File: config.mk
export PLATFORM = sky130hd
export DESIGN_NAME = demosaic_g_at_rb
export DESIGN_NICKNAME = d
export VERILOG_FILES = /design/src/rtl/demosaic_g_at_rb.sv
export SDC_FILE = /design/constraint.sdc
export NUM_CORES = 1
export LEC_CHECK = 0
export ABC_CLOCK_PERIOD_IN_PS = 5400
export BUFFER_PORTS_ARGS = -buffer_cell sky130_fd_sc_hd__buf_2
export CELL_PAD_IN_SITES_DETAIL_PLACEMENT = 0
export CELL_PAD_IN_SITES_GLOBAL_PLACEMENT = 1
export CORE_ASPECT_RATIO = 0.8
export CORE_MARGIN = 2
export CORE_UTILIZATION = 47
export DETAILED_ROUTE_END_ITERATION = 8
export PLACE_DENSITY_LB_ADDON = 0.25
export REMOVE_ABC_BUFFERS = 1
export SLEW_MARGIN = 10
export SYNTH_ARGS = -nofsm -noshare
export SYNTH_HDL_FRONTEND = slang
export SYNTH_SLANG_ARGS = --single-unit
File: constraint.sdc
create_clock -name INCLK -period 5.4 [get_ports INCLK]
set_input_delay 1.08 -clock INCLK [delete_from_list [all_inputs] [get_ports INCLK]]
set_output_delay 1.08 -clock INCLK [all_outputs]
set_load 0.005 [all_outputs]
File: src/rtl/demosaic_g_at_rb.sv
// G interpolation at R/B Bayer sites using gradient-directed Hamilton-Adams filtering.
// G sites pass the centre sample. Every output carries its site tag. Fixed 3-cycle latency.
module demosaic_g_at_rb #(
  parameter int unsigned Cols  = 562,
  parameter int unsigned Lines = 788,
  parameter int unsigned BAYER = 0
) (
  input  logic       INCLK,
  input  logic       RST,
  input  logic       SOF,
  input  logic       HSYNC,
  input  logic       IN_EN,
  input  logic [7:0] UU,
  input  logic [7:0] UP,
  input  logic [7:0] MID,
  input  logic [7:0] DOWN,
  input  logic [7:0] DD,
  input  logic [7:0] LL,
  input  logic [7:0] LEFT,
  input  logic [7:0] RIGHT,
  input  logic [7:0] RR,
  output logic [7:0] G_OUT,
  output logic [7:0] NAT_OUT,
  output logic [1:0] SITE,
  output logic       O_EN
);

  localparam int unsigned ColW = $clog2(Cols);
  localparam int unsigned RowW = $clog2(Lines);

  // Position tracking
  logic [ColW-1:0] r_col, w_col_nxt;
  logic [RowW-1:0] r_row, w_row_nxt;
  logic            r_hsync;
  logic            w_hs_fall;
  logic [1:0]      w_site;

  always_comb begin
    w_hs_fall = r_hsync & ~HSYNC;
    w_col_nxt = r_col;
    w_row_nxt = r_row;
    if (SOF) begin
      w_row_nxt = '0;
      w_col_nxt = IN_EN ? ColW'(1) : '0;
    end else if (w_hs_fall) begin
      w_col_nxt = '0;
      w_row_nxt = (r_row == RowW'(Lines - 1)) ? '0 : r_row + RowW'(1);
    end else if (IN_EN) begin
      w_col_nxt = (r_col == ColW'(Cols - 1)) ? '0 : r_col + ColW'(1);
    end
    // A pixel arriving with SOF is treated as position (0,0).
    w_site = SOF ? 2'(BAYER) : ({r_row[0], r_col[0]} ^ 2'(BAYER));
  end

  always_ff @(posedge INCLK or posedge RST) begin
    if (RST) begin
      r_col   <= '0;
      r_row   <= '0;
      r_hsync <= 1'b0;
    end else begin
      r_col   <= w_col_nxt;
      r_row   <= w_row_nxt;
      r_hsync <= HSYNC;
    end
  end

  // Stage 1: Laplacians, gradients and averages
  logic signed [10:0] w_mid_s, w_uu_s, w_up_s, w_down_s, w_dd_s;
  logic signed [10:0] w_ll_s, w_left_s, w_right_s, w_rr_s;
  logic signed [10:0] w_hlap, w_vlap, w_hd, w_vd;
  logic signed [10:0] w_hd_abs, w_vd_abs, w_hlap_abs, w_vlap_abs;
  logic signed [10:0] w_dh, w_dv;

  always_comb begin
    w_mid_s    = {3'b000, MID};
    w_uu_s     = {3'b000, UU};
    w_up_s     = {3'b000, UP};
    w_down_s   = {3'b000, DOWN};
    w_dd_s     = {3'b000, DD};
    w_ll_s     = {3'b000, LL};
    w_left_s   = {3'b000, LEFT};
    w_right_s  = {3'b000, RIGHT};
    w_rr_s     = {3'b000, RR};
    w_hlap     = (w_mid_s <<< 1) - w_ll_s - w_rr_s;
    w_vlap     = (w_mid_s <<< 1) - w_uu_s - w_dd_s;
    w_hd       = w_left_s - w_right_s;
    w_vd       = w_up_s - w_down_s;
    w_hd_abs   = w_hd[10] ? -w_hd : w_hd;
    w_vd_abs   = w_vd[10] ? -w_vd : w_vd;
    w_hlap_abs = w_hlap[10] ? -w_hlap : w_hlap;
    w_vlap_abs = w_vlap[10] ? -w_vlap : w_vlap;
    w_dh       = w_hd_abs + w_hlap_abs;
    w_dv       = w_vd_abs + w_vlap_abs;
  end

  logic               r_v1;
  logic [1:0]         r_site1;
  logic [7:0]         r_mid1;
  logic signed [10:0] r_hlap, r_vlap, r_dh, r_dv;
  logic [7:0]         r_havg, r_vavg, r_avg4;

  always_ff @(posedge INCLK or posedge RST) begin
    if (RST) begin
      r_v1    <= 1'b0;
      r_site1 <= '0;
      r_mid1  <= '0;
      r_hlap  <= '0;
      r_vlap  <= '0;
      r_dh    <= '0;
      r_dv    <= '0;
      r_havg  <= '0;
      r_vavg  <= '0;
      r_avg4  <= '0;
    end else begin
      r_v1    <= IN_EN;
      r_site1 <= w_site;
      r_mid1  <= MID;
      r_hlap  <= w_hlap;
      r_vlap  <= w_vlap;
      r_dh    <= w_dh;
      r_dv    <= w_dv;
      r_havg  <= 8'(({1'b0, LEFT} + {1'b0, RIGHT}) >> 1);
      r_vavg  <= 8'(({1'b0, UP} + {1'b0, DOWN}) >> 1);
      r_avg4  <= 8'(({2'b00, LEFT} + {2'b00, RIGHT} + {2'b00, UP} + {2'b00, DOWN}) >> 2);
    end
  end

  // Stage 2: pick the smoother direction; all-signed operands keep >>> arithmetic
  logic signed [11:0] w_hlap12, w_vlap12, w_lsum;
  logic signed [11:0] w_hsh, w_vsh, w_lsh;
  logic signed [11:0] w_havg12, w_vavg12, w_avg4_12;
  logic signed [11:0] w_g2;

  always_comb begin
    w_hlap12  = {r_hlap[10], r_hlap};
    w_vlap12  = {r_vlap[10], r_vlap};
    w_lsum    = w_hlap12 + w_vlap12;
    w_hsh     = w_hlap12 >>> 2;
    w_vsh     = w_vlap12 >>> 2;
    w_lsh     = w_lsum >>> 3;
    w_havg12  = {4'b0000, r_havg};
    w_vavg12  = {4'b0000, r_vavg};
    w_avg4_12 = {4'b0000, r_avg4};
    if (r_dh < r_dv) begin
      w_g2 = w_havg12 + w_hsh;
    end else if (r_dv < r_dh) begin
      w_g2 = w_vavg12 + w_vsh;
    end else begin
      w_g2 = w_avg4_12 + w_lsh;
    end
  end

  logic               r_v2;
  logic [1:0]         r_site2;
  logic [7:0]         r_mid2;
  logic signed [11:0] r_g2;

  always_ff @(posedge INCLK or posedge RST) begin
    if (RST) begin
      r_v2    <= 1'b0;
      r_site2 <= '0;
      r_mid2  <= '0;
      r_g2    <= '0;
    end else begin
      r_v2    <= r_v1;
      r_site2 <= r_site1;
      r_mid2  <= r_mid1;
      r_g2    <= w_g2;
    end
  end

  // Stage 3: clamp, G-site bypass, zero data when invalid
  logic [7:0] w_clamp;
  logic       w_g_site;

  always_comb begin
    if (r_g2[11]) begin
      w_clamp = 8'd0;
    end else if (|r_g2[10:8]) begin
      w_clamp = 8'hff;
    end else begin
      w_clamp = r_g2[7:0];
    end
    w_g_site = r_site2[0] ^ r_site2[1];
  end

  always_ff @(posedge INCLK or posedge RST) begin
    if (RST) begin
      O_EN    <= 1'b0;
      G_OUT   <= '0;
      NAT_OUT <= '0;
      SITE    <= '0;
    end else begin
      O_EN    <= r_v2;
      G_OUT   <= r_v2 ? (w_g_site ? r_mid2 : w_clamp) : 8'd0;
      NAT_OUT <= r_v2 ? r_mid2 : 8'd0;
      SITE    <= r_v2 ? r_site2 : 2'd0;
    end
  end

endmodule

==> results.json <==
{
  "outcome": "complete, no violations",
  "yosysSeqAreaShare_pct": 31.8,
  "insertion_delay_ns": 0.43,
  "finClkSkew_ns": 0.0121,
  "postCtsResizedCells": 0,
  "synthToLayoutAreaGrowth_pct": 15.1,
  "cellLeakagePower_nw": 6.16,
  "fmax_ghz": 0.200,
  "min-delay-start": "r_site1[0]",
  "stdcell_count": 1660,
  "period_needed_ns": 5.01,
  "ys_ff_latch": 140,
  "pre_cts_ws_ns": -0.0469,
  "register_area_mm2": 0.00350,
  "rrSetupSlack_ns": 1.82,
  "first_pass_iters": 7,
  "fin_crit_sh_pct": 92.8,
  "whs_endpoint": "r_site2[0]",
  "numCtsBuffers": 17,
  "relSlewSlack_pct": 17.9,
  "multi_input_area_mm2": 0.00699,
  "synth_area_per_cell_um2": 9.20,
  "setup_slack_ns": 0.390,
  "dp_hpwl_mm": 21.1,
  "peakVddDrop_mv": 0.387,
  "h-tree-depth": 4,
  "first_iter_violations": 583,
  "grt_max_degree": 106,
  "tns_ns": 0,
  "critPathMaxFanout": 9,
  "rsz0062_at_grt": "no",
  "vias": 8643,
  "nNetsFinal": 1583,
  "drive_above_1_share_pct": 13.6,
  "numClockSinks": 140,
  "cp-end-kind": "register",
  "max_cap_violations": 0,
  "core_area_mm2": 0.0232,
  "ant_nets": 0,
  "clk_pin_slew_ns": 0.07,
  "synth_edf_count": 0,
  "hold_class": "register to register",
  "drcViolationCount": 0,
  "initial_core_util_pct": 47.5,
  "n_antenna_cell": 0,
  "grt_remaining_overflow": 0,
  "port_buffers": 95,
  "num-fill-cells": 2182,
  "rows": 50,
  "antenna_found_initial": 1,
  "final_util_pct": 54.6,
  "clk_path_buf_depth": 2,
  "async_flop_share_pct": 100,
  "fp.dieH_um": 141,
  "worst-setup-path-type": "input port to register",
  "dp_cells": 1629,
  "place_congestion": 0.837,
  "wirelength_mm": 25.8,
  "design_power_total_w": 0.00684,
  "hold_buffers": 0,
  "power_density_mw_per_mm2": 540,
  "wire_per_inst_um": 15.5,
  "synth-warning-count": 0,
  "reg2reg_depth": 15,
  "r2r-end": "r_g2[8]",
  "grt_use_total_pct": 21.7,
  "hold_violations": 0,
  "finalSetupViolCount": 0,
  "cts_root_buffer": "clkbuf_16",
  "worst_pin_slew_ns": 1.22,
  "io_pins": 96,
  "post_cts_buffers": 0,
  "synth_area_mm2": 0.0110,
  "die_area_mm2": 0.0247,
  "r2r_start": "r_hlap[1]",
  "cp-start-kind": "input port",
  "ys.flop_type": "dfrtp_1",
  "die_width_um": 175,
  "grt_pass1_vias": 8165,
  "min_path_cells": 0,
  "vias_per_cell": 5.21,
  "cts_tree": "built",
  "synthCells": 1197,
  "drv_slew": 0,
  "required_ns": 5.75,
  "grt_pass1_wl_mm": 42.2,
  "arrival_ns": 5.36,
  "ys_types": 68
}
## layout by cell type (no fill, tap or decap), types with 25 or more instances in the layout
cell type    n
xor2_1      42
o21ai_0     45
nor2b_1     31
ha_1       141
nand2_1     48
nor2_1     116
o21ai_1     25
fa_1        29
dfrtp_1    140
a21oi_1     77
inv_1      121
nor3_1      38
buf_4       35
xnor2_1     75
buf_2       95
## report_power, final
| part | switching (W) | internal, W | total, W |
|---|---|---|---|
| Combinational | 0.00230 | 0.00193 | 0.00423 |
| Clock | 0.000501 | 0.000605 | 0.00111 |
| Sequential | 0.000163 | 0.00135 | 0.00151 |
| Total | 0.00296 | 0.00388 | 0.00684 |
## flip-flops by register name, summed over array words and instances, names as in the netlist
name / cells
O_EN: 1
r_col: 10
NAT_OUT: 8
G_OUT: 8
r_v1: 1
r_site2: 2
r_g2: 10
r_dv: 11
r_avg4: 8
r_hlap: 11
r_dh: 11
r_vlap: 11
r_site1: 2
r_mid1: 8
SITE: 2
r_v2: 1
r_hsync: 1
r_mid2: 8
r_vavg: 8
r_row: 10
r_havg: 8
## metrics by stage
| step | hold slack, ns | instance area, µm² |
|---|---|---|
| global route | 0.354 | 12700 |
| CTS | 0.349 | 12700 |
| global placement | 0.331 | 12100 |
| detailed placement | 0.335 | 12100 |
| floorplan | 0.331 | 11000 |
| finish | 0.346 | 12700 |
## routing by layer
metal	part of all wire, %	global-route usage [%]	wire, µm	vias up
li1	-	-	-	4435
met1	53	33.1	13600	4050
met2	42	31.8	10900	146
met3	4.6	4.40	1190	12
met4	0.59	4.12	151	0
met5	0	0	0	-
## logic make-up after synthesis
family | Yosys count | share of synthesized area [%]
adder cells (fa/ha/maj) | 170 | 21.3
flip-flops | 140 | 31.8
other | 1 | 0.0340
multiplexers | 17 | 1.60
buffers and inverters | 141 | 4.81
AND/OR/NAND/NOR | 328 | 14.6
AO/OA/AOI/OAI | 282 | 16.5
XOR/XNOR | 118 | 9.38
## synthesized netlist by cell type, drive strengths merged, types with 4 or more instances
library cell / n / area share [%]
fa: 29 / 5.3
nor2: 116 / 4.0
a2111oi: 5 / 0.45
nor4: 6 / 0.34
mux2i: 12 / 1.1
o21bai: 14 / 0.95
o31ai: 8 / 0.55
a21oi: 78 / 3.6
or4: 4 / 0.31
nand3b: 5 / 0.34
o21ai: 71 / 3.3
o41ai: 6 / 0.55
and2: 13 / 0.74
nand4: 9 / 0.51
nor3: 38 / 1.7
xor2: 43 / 3.4
inv: 130 / 4.4
or3: 5 / 0.28
nand3: 15 / 0.68
o21a: 19 / 1.3
xnor2: 75 / 6.0
nand2: 48 / 1.6
a31oi: 10 / 0.57
clkbuf: 10 / 0.34
and3: 6 / 0.34
dfrtp: 140 / 32
a21boi: 5 / 0.34
mux2: 5 / 0.51
nor2b: 31 / 1.8
or2: 4 / 0.23
a21o: 24 / 1.6
ha: 141 / 16
o22ai: 4 / 0.28
a211oi: 10 / 0.68
nand2b: 20 / 1.1
## cell type report
class | instances | share of cell area (%)
Clock inverter | 14 | 1.04
Sequential cell | 140 | 27.6
Clock buffer | 17 | 3.36
Tap cell | 312 | 3.08
Inverter | 130 | 3.89
Timing Repair Buffer | 130 | 5.82
Multi-Input combinational cell | 917 | 55.2
## critical path: stages
cell and delay (ns):
buf_2 0.19, ha_1 0.26, nor2b_1 0.14, o2111ai_1 0.29, a21boi_1 0.15, o21a_1 0.20
nor2_1 0.13, xnor2_1 0.09, ha_1 0.22, o41ai_2 0.40, a21oi_1 0.17, buf_4 0.21
nor2_1 0.12, xnor2_1 0.13, ha_1 0.28, a21oi_1 0.23, o21ai_1 0.11, a2111o_1 0.43
a31o_1 0.21, a21oi_1 0.17, xnor2_1 0.14
## worst max-delay path by stage
stage,endpoint,slack (ns),cells past startpoint,from
final,r_dv[9],0.39,21,MID[0]
after global routing,r_dh[9],0.04,22,MID[0]
after CTS,r_dh[9],0.37,22,MID[0]
after detailed placement,r_dh[9],-0.05,22,MID[0]
after global placement,r_dh[9],-0.01,22,MID[0]
after floorplan,r_dv[9],0.02,21,UU[1]
(Power assumes the default switching activity.)
